`config.mk`:
```
export PLATFORM = sky130hd
export DESIGN_NAME = min_receive_fsm_flat
export DESIGN_NICKNAME = d
export VERILOG_FILES = /design/src/rtl/min_receive_fsm_if.sv /design/src/rtl/min_receive_fsm.sv /design/src/flat_wrapper.sv
export SDC_FILE = /design/constraint.sdc
export NUM_CORES = 1
export LEC_CHECK = 0
export ABC_AREA = 1
export CAP_MARGIN = 10
export CORE_MARGIN = 5
export CORE_UTILIZATION = 60
export CTS_BUF_LIST = sky130_fd_sc_hd__clkbuf_16
export CTS_CLUSTER_DIAMETER = 200
export DETAILED_ROUTE_END_ITERATION = 12
export PLACE_DENSITY = 0.89
export SLEW_MARGIN = 25
export SYNTH_ARGS = -nofsm -noshare
export SYNTH_HDL_FRONTEND = slang
export SYNTH_SLANG_ARGS = --single-unit
```
`constraint.sdc`:
```
create_clock -name i_clk -period 4.1 [get_ports i_clk]
set_input_delay 1.025 -clock i_clk [delete_from_list [all_inputs] [get_ports i_clk]]
set_output_delay 1.025 -clock i_clk [all_outputs]
set_load 0.1 [all_outputs]
```
`src/rtl/min_receive_fsm_if.sv`:
```
// Byte-stream and decoded-frame signals between a UART receive path and the MIN receive decoder.
interface min_receive_fsm_if #(
    parameter int MAX_PAYLOAD = 4,
    parameter int LEN_WIDTH   = 8
);
    logic                     i_en;
    logic                     i_valid;
    logic [7:0]               i_data;
    logic                     o_valid;
    logic [7:0]               o_id;
    logic [LEN_WIDTH-1:0]     o_len;
    logic [8*MAX_PAYLOAD-1:0] o_data;
    logic                     o_err;
    logic [1:0]               o_err_code;
    logic                     o_busy;

    // Byte source side: drives raw bytes, observes decoded frames
    modport master (
        output i_en, i_valid, i_data,
        input  o_valid, o_id, o_len, o_data, o_err, o_err_code, o_busy
    );

    // Decoder side
    modport slave (
        input  i_en, i_valid, i_data,
        output o_valid, o_id, o_len, o_data, o_err, o_err_code, o_busy
    );
endinterface

```
`src/rtl/min_receive_fsm.sv`:
```
// MIN frame receive decoder: strips AA AA 55 stuffing, parses id/len/payload,
// checks CRC-32 and the 0x55 EOF byte, and reports each frame as a valid or error pulse.
module min_receive_fsm #(
    parameter int MAX_PAYLOAD = 4,
    parameter int LEN_WIDTH   = 8
) (
    input  logic              i_clk,
    input  logic              i_rst_n,
    min_receive_fsm_if.slave  bus
);

    typedef enum logic [2:0] {
        S_SOF,
        S_ID,
        S_LEN,
        S_PAYLOAD,
        S_CRC,
        S_EOF
    } state_e;

    localparam logic [31:0] CRC_POLY = 32'hEDB88320;
    localparam logic [31:0] CRC_INIT = 32'hFFFFFFFF;

    state_e                   state_q, state_d;
    logic [1:0]               aaCnt_q, aaCnt_d;
    logic [31:0]              crcCalc_q, crcCalc_d;
    logic [31:0]              crcRx_q, crcRx_d;
    logic [7:0]               id_q, id_d;
    logic [LEN_WIDTH-1:0]     len_q, len_d;
    logic [8*MAX_PAYLOAD-1:0] payload_q, payload_d;
    logic [LEN_WIDTH-1:0]     byteCnt_q, byteCnt_d;
    logic [1:0]               crcCnt_q, crcCnt_d;
    logic                     valid_q, valid_d;
    logic                     err_q, err_d;
    logic [1:0]               errCode_q, errCode_d;
    logic [7:0]               outId_q, outId_d;
    logic [LEN_WIDTH-1:0]     outLen_q, outLen_d;
    logic [8*MAX_PAYLOAD-1:0] outData_q, outData_d;

    logic                     strobe;
    logic                     isHeader;
    logic                     isStuff;
    logic                     dataStrobe;
    logic                     lenTooBig;
    logic                     crcOk;
    logic [31:0]              crcNext;

    // One byte of reflected CRC-32, processed LSB first as eight shift/xor steps
    function automatic logic [31:0] crcByte(input logic [31:0] crcIn, input logic [7:0] dataIn);
        logic [31:0] r;
        r = crcIn ^ {24'd0, dataIn};
        for (int b = 0; b < 8; b++) begin
            r = r[0] ? ((r >> 1) ^ CRC_POLY) : (r >> 1);
        end
        return r;
    endfunction

    assign strobe     = bus.i_en && bus.i_valid;
    assign isHeader   = strobe && (bus.i_data == 8'hAA) && (aaCnt_q == 2'd2);
    assign isStuff    = strobe && (bus.i_data == 8'h55) && (aaCnt_q == 2'd2) && (state_q != S_SOF);
    assign dataStrobe = strobe && !isHeader && !isStuff && (state_q != S_SOF);
    assign lenTooBig  = (32'(bus.i_data) > 32'(MAX_PAYLOAD));
    assign crcOk      = (crcRx_q == ~crcCalc_q);
    assign crcNext    = crcByte(crcCalc_q, bus.i_data);

    assign bus.o_valid    = valid_q;
    assign bus.o_err      = err_q;
    assign bus.o_err_code = errCode_q;
    assign bus.o_id       = outId_q;
    assign bus.o_len      = outLen_q;
    assign bus.o_data     = outData_q;
    assign bus.o_busy     = (state_q != S_SOF);

    // State and datapath registers; reset clears everything including outputs
    always_ff @(posedge i_clk or negedge i_rst_n) begin
        if (!i_rst_n) begin
            state_q   <= S_SOF;
            aaCnt_q   <= '0;
            crcCalc_q <= CRC_INIT;
            crcRx_q   <= '0;
            id_q      <= '0;
            len_q     <= '0;
            payload_q <= '0;
            byteCnt_q <= '0;
            crcCnt_q  <= '0;
            valid_q   <= 1'b0;
            err_q     <= 1'b0;
            errCode_q <= '0;
            outId_q   <= '0;
            outLen_q  <= '0;
            outData_q <= '0;
        end else begin
            state_q   <= state_d;
            aaCnt_q   <= aaCnt_d;
            crcCalc_q <= crcCalc_d;
            crcRx_q   <= crcRx_d;
            id_q      <= id_d;
            len_q     <= len_d;
            payload_q <= payload_d;
            byteCnt_q <= byteCnt_d;
            crcCnt_q  <= crcCnt_d;
            valid_q   <= valid_d;
            err_q     <= err_d;
            errCode_q <= errCode_d;
            outId_q   <= outId_d;
            outLen_q  <= outLen_d;
            outData_q <= outData_d;
        end
    end

    // Next state: header detection and stuff removal first, then the per-state frame parser
    always_comb begin
        state_d   = state_q;
        aaCnt_d   = aaCnt_q;
        crcCalc_d = crcCalc_q;
        crcRx_d   = crcRx_q;
        id_d      = id_q;
        len_d     = len_q;
        payload_d = payload_q;
        byteCnt_d = byteCnt_q;
        crcCnt_d  = crcCnt_q;

        if (isHeader) begin
            state_d   = S_ID;
            aaCnt_d   = '0;
            crcCalc_d = CRC_INIT;
        end else if (isStuff) begin
            aaCnt_d = '0;
        end else if (strobe) begin
            if (bus.i_data == 8'hAA) begin
                aaCnt_d = (aaCnt_q == 2'd2) ? 2'd2 : aaCnt_q + 2'd1;
            end else begin
                aaCnt_d = '0;
            end
        end

        if (dataStrobe) begin
            case (state_q)
                S_ID: begin
                    id_d      = bus.i_data;
                    crcCalc_d = crcNext;
                    state_d   = S_LEN;
                end
                S_LEN: begin
                    len_d     = LEN_WIDTH'(bus.i_data);
                    crcCalc_d = crcNext;
                    payload_d = '0;
                    byteCnt_d = '0;
                    crcCnt_d  = '0;
                    if (lenTooBig) begin
                        state_d = S_SOF;
                    end else if (bus.i_data == 8'h00) begin
                        state_d = S_CRC;
                    end else begin
                        state_d = S_PAYLOAD;
                    end
                end
                S_PAYLOAD: begin
                    for (int k = 0; k < MAX_PAYLOAD; k++) begin
                        if (byteCnt_q == LEN_WIDTH'(k)) begin
                            payload_d[8*(MAX_PAYLOAD-1-k) +: 8] = bus.i_data;
                        end
                    end
                    crcCalc_d = crcNext;
                    byteCnt_d = byteCnt_q + LEN_WIDTH'(1);
                    if ((byteCnt_q + LEN_WIDTH'(1)) == len_q) begin
                        state_d = S_CRC;
                    end
                end
                S_CRC: begin
                    crcRx_d  = {crcRx_q[23:0], bus.i_data};
                    crcCnt_d = crcCnt_q + 2'd1;
                    if (crcCnt_q == 2'd3) begin
                        state_d = S_EOF;
                    end
                end
                S_EOF: begin
                    state_d = S_SOF;
                end
                default: begin
                    state_d = S_SOF;
                end
            endcase
        end
    end

    // Output decode: valid/error pulses and the held frame outputs, registered one cycle after the strobe
    always_comb begin
        valid_d   = 1'b0;
        err_d     = 1'b0;
        errCode_d = errCode_q;
        outId_d   = outId_q;
        outLen_d  = outLen_q;
        outData_d = outData_q;

        if (dataStrobe && (state_q == S_LEN) && lenTooBig) begin
            err_d     = 1'b1;
            errCode_d = 2'd2;
        end else if (dataStrobe && (state_q == S_EOF)) begin
            if (bus.i_data != 8'h55) begin
                err_d     = 1'b1;
                errCode_d = 2'd3;
            end else if (!crcOk) begin
                err_d     = 1'b1;
                errCode_d = 2'd1;
            end else begin
                valid_d   = 1'b1;
                outId_d   = id_q;
                outLen_d  = len_q;
                outData_d = payload_q;
            end
        end
    end

endmodule

```
`src/flat_wrapper.sv`:
```
// flat-port wrapper written by rule: the top's interface ports become plain ports
module min_receive_fsm_flat 
#(
    parameter int MAX_PAYLOAD = 4,
    parameter int LEN_WIDTH   = 8
)
  (i_clk, i_rst_n, bus_i_en, bus_i_valid, bus_i_data, bus_o_valid, bus_o_id, bus_o_len, bus_o_data, bus_o_err, bus_o_err_code, bus_o_busy);
  min_receive_fsm_if #(.MAX_PAYLOAD(MAX_PAYLOAD), .LEN_WIDTH(LEN_WIDTH)) bus_i ();
  input  logic i_clk;
  input  logic i_rst_n;
  input wire logic [$bits(bus_i.i_en)-1:0] bus_i_en;
  input wire logic [$bits(bus_i.i_valid)-1:0] bus_i_valid;
  input wire logic [$bits(bus_i.i_data)-1:0] bus_i_data;
  output wire logic [$bits(bus_i.o_valid)-1:0] bus_o_valid;
  output wire logic [$bits(bus_i.o_id)-1:0] bus_o_id;
  output wire logic [$bits(bus_i.o_len)-1:0] bus_o_len;
  output wire logic [$bits(bus_i.o_data)-1:0] bus_o_data;
  output wire logic [$bits(bus_i.o_err)-1:0] bus_o_err;
  output wire logic [$bits(bus_i.o_err_code)-1:0] bus_o_err_code;
  output wire logic [$bits(bus_i.o_busy)-1:0] bus_o_busy;
  assign bus_i.i_en = bus_i_en;
  assign bus_i.i_valid = bus_i_valid;
  assign bus_i.i_data = bus_i_data;
  assign bus_o_valid = bus_i.o_valid;
  assign bus_o_id = bus_i.o_id;
  assign bus_o_len = bus_i.o_len;
  assign bus_o_data = bus_i.o_data;
  assign bus_o_err = bus_i.o_err;
  assign bus_o_err_code = bus_i.o_err_code;
  assign bus_o_busy = bus_i.o_busy;
  min_receive_fsm #(.MAX_PAYLOAD(MAX_PAYLOAD), .LEN_WIDTH(LEN_WIDTH)) u_core (.i_clk(i_clk), .i_rst_n(i_rst_n), .bus(bus_i));
endmodule
```
==> flow_metrics.tcl <==
set metrics [dict create \
    finalHoldViolations 0 \
    synth_most_common_cell "nand2_1" \
    overflow 0 \
    synth_edf_count 0 \
    clkSinkCount 179 \
    hold_buffers 0 \
    worst_ep_required_time_ns 3.07 \
    wirelength_um 22300 \
    synth-seq-area-share_pct 49.8 \
    port_buffers 64 \
    insertion_delay_ns 0.44 \
    gp_congestion 0.928 \
    core_mm2 0.0150 \
    status "complete, no violations" \
    worstPathArrival_ns 2.24 \
    ios 65 \
    first_pass_iters 6 \
    finalSetupViolations 0 \
    post_cts_resized 0 \
    cts_root_buf "clkbuf_16" \
    maxSlewViolCount 0 \
    die_x_um 133 \
    antenna_found_initial 0 \
    detailed_place_hpwl_um 15600 \
    die_h_um 133 \
    cts_tree "built" \
    fin_crit_ns 3.27 \
    worst_hold_path_type "register to register" \
    numCtsBuffers 17 \
    rsz0062_at_grt "false" \
    power.density_mw_per_mm2 679 \
    dieArea_mm2 0.0177 \
    synth_cell_types 44 \
    synth_async_sr_flop_share_pct 100 \
    r2r_slack_ns 1.84 \
    rr_worst_depth 11 \
    clock_path_buffers 2 \
    grt_pass1_vias 7455 \
    synth_area_mm2 0.00907 \
    grtUsageTotal_pct 26.1 \
    wire_per_inst_um 16.3 \
    drv_cap 0 \
    avgSynthCellArea_um2 8.18 \
    clock_skew_ns 0.00980 \
    hold_depth 2 \
    netlist_top_cells_area "dfrtp_1 41%, nand2_1 16%, dfstp_2 9.3%, nand3_1 5.1%, o21ai_0 4.4%" \
    slew-limit-headroom_pct 33.2 \
    max_freq_mhz 306 \
    dpl-instance-area_mm2 0.00985 \
    avgViaCountPerCell 5.59 \
    critPathKind "register to output pin" \
    syn_to_final_growth_pct 14.9 \
    grt_max_degree 98 \
    initial_core_util_pct 60.4 \
    p_leak_nw 5.37 \
    design_area_mm2 0.0104 \
    diodes 0 \
    vdd_drop_max_mv 0.510 \
    start_kind "register" \
    drcViolationCount 0 \
    htree_levels 4 \
    synth_common_cells "397 x nand2_1, 147 x dfrtp_1, 93 x nand3_1" \
    synth_top_area_share_pct 40.5 \
    fillers 1151 \
    num-nets-final 1188 \
    critPathMaxStageDelay_ns 1.14 \
    syn_inst 1110 \
    layout-drive-gt1-share_pct 9.82 \
    postRouteAntennaNets 0 \
    worstMarginPinSlew_ns 0.998 \
    yosys.area.top_type "dfrtp_1" \
    tns_ns 0 \
    synth-seq-cells 179 \
    rows 45 \
    critPathMaxFanout 5 \
    drt-initial-drc-count 854 \
    syn-num-nets 1129 \
    end_kind "output pin" \
    via_count 7654 \
    grt_pass1_wl_um 37300 \
    cp_cell_sequence "inv_2 -> nand2_1 -> clkdlybuf4s50_1" \
    yosysWarnings 0 \
    finalCritPeriodShare_pct 79.7 \
    critPathSlowestCell "clkdlybuf4s50_1" \
    path_clk_slew_ns 0.07 \
    ys.flop_type "dfrtp_1" \
    post_cts_buffers 0 \
]
## power breakdown
group | internal (W) | switching, W
combinational | 0.00102 | 0.00161
sequential | 0.00233 | 0.000498
clock | 0.000901 | 0.000708
## critical path: cells and delay by family, from the launching register on
kind / cells / cell delay, ns
buffers and inverters: 2 / 1.24
flip-flops: 1 / 0.45
AND/OR/NAND/NOR: 1 / 0.11
## cell type report
| type | count | area [um2] | share of cell area, % |
|---|---|---|---|
| clock buffers | 17 | 425 | 4.08 |
| clock inverters | 14 | 151 | 1.45 |
| inverters | 99 | 372 | 3.56 |
| multi-input cells | 796 | 3970 | 38.0 |
| flip-flops and latches | 179 | 4520 | 43.3 |
| well taps | 188 | 235 | 2.26 |
| repair buffers | 76 | 757 | 7.26 |
## stage by stage
| stage | utilization (%) | hold WS [ns] | instances | power, W | worst slack [ns] |
|---|---|---|---|---|---|
| detailed placement | 65.5 | 0.458 | 1338 | 0.00543 | 0.662 |
| global route | 69.4 | 0.507 | 1369 | 0.00751 | 0.775 |
| CTS | 69.4 | 0.475 | 1369 | 0.00705 | 0.839 |
| floorplan | - | 0.446 | 1110 | 0.00477 | 1.75 |
| global placement | 65.5 | 0.455 | 1338 | 0.00534 | 0.728 |
| finish | 69.4 | 0.471 | 1369 | 0.00708 | 0.833 |
## flip-flops by register name (all words and copies together), names as in the netlist
name and flops:
u_core.bus.o_valid 1, u_core.payload_q 32, u_core.bus.o_len 8, u_core.crcCalc_q 32, u_core.len_q 8, u_core.byteCnt_q 8
u_core.bus.o_data 32, u_core.bus.o_err_code 2, u_core.bus.o_err 1, u_core.id_q 8, u_core.bus.o_id 8, u_core.crcCnt_q 2
u_core.aaCnt_q 2, u_core.state_q 3, u_core.crcRx_q 32
## cells by family (layout without fill, tap and decap cells)
logic type / count (synthesis) / count (layout) / share of synthesized area [%]
flops: 179 / 179 / 49.8
simple gates: 589 / 589 / 27.1
xor+xnor: 86 / 86 / 8.88
fa+ha+maj: 7 / 7 / 0.965
compound gates: 114 / 114 / 6.73
buf+inv: 135 / 206 / 6.48
## layout by cell type, fill, tap and decap left out, types with 2 or more instances in the layout
| cell type | netlist | final |
|---|---|---|
| dfrtp_1 | 147 | 147 |
| clkinv_4 | 0 | 3 |
| xor2_1 | 45 | 45 |
| nand2_2 | 7 | 7 |
| nand2_1 | 397 | 397 |
| nor3_1 | 4 | 4 |
| nand4_1 | 7 | 7 |
| xnor2_1 | 37 | 37 |
| a21oi_1 | 17 | 17 |
| o21ai_0 | 80 | 80 |
| nor2_1 | 59 | 59 |
| ha_1 | 7 | 7 |
| or2_2 | 5 | 5 |
| buf_4 | 5 | 10 |
| xnor2_4 | 2 | 2 |
| nor4_1 | 2 | 2 |
| a22oi_1 | 6 | 6 |
| clkdlybuf4s50_1 | 0 | 63 |
| nor2_2 | 6 | 6 |
| buf_12 | 0 | 2 |
| inv_1 | 85 | 86 |
| o21ai_1 | 3 | 3 |
| inv_6 | 0 | 5 |
| clkbuf_16 | 0 | 17 |
| o22ai_1 | 4 | 4 |
| nand3_1 | 93 | 93 |
| dfstp_2 | 32 | 32 |
| bufinv_16 | 0 | 2 |
| inv_2 | 13 | 13 |
| clkinv_2 | 0 | 2 |
## per-layer routing
| metal | GRT usage (%) | part of all wire, % | vias up |
|---|---|---|---|
| li1 | - | - | 3621 |
| met1 | 33.6 | 41 | 3680 |
| met2 | 43.8 | 50 | 283 |
| met3 | 4.18 | 5.9 | 70 |
| met4 | 11.4 | 3.6 | 0 |
| met5 | 0 | 0 | - |
## path summary, 6_finish.rpt
check	start	end
hold reg to reg	u_core.bus.o_len[3]	u_core.bus.o_len[3]
setup / recovery	u_core.state_q[2]	bus_o_busy
hold / removal	u_core.bus.o_len[3]	u_core.bus.o_len[3]
setup reg to reg	u_core.crcCalc_q[21]	u_core.bus.o_id[1]
min in group asynchronous	i_rst_n	u_core.byteCnt_q[5]
max in group asynchronous	i_rst_n	u_core.crcCalc_q[5]
Power figures use the tool's default switching activity.
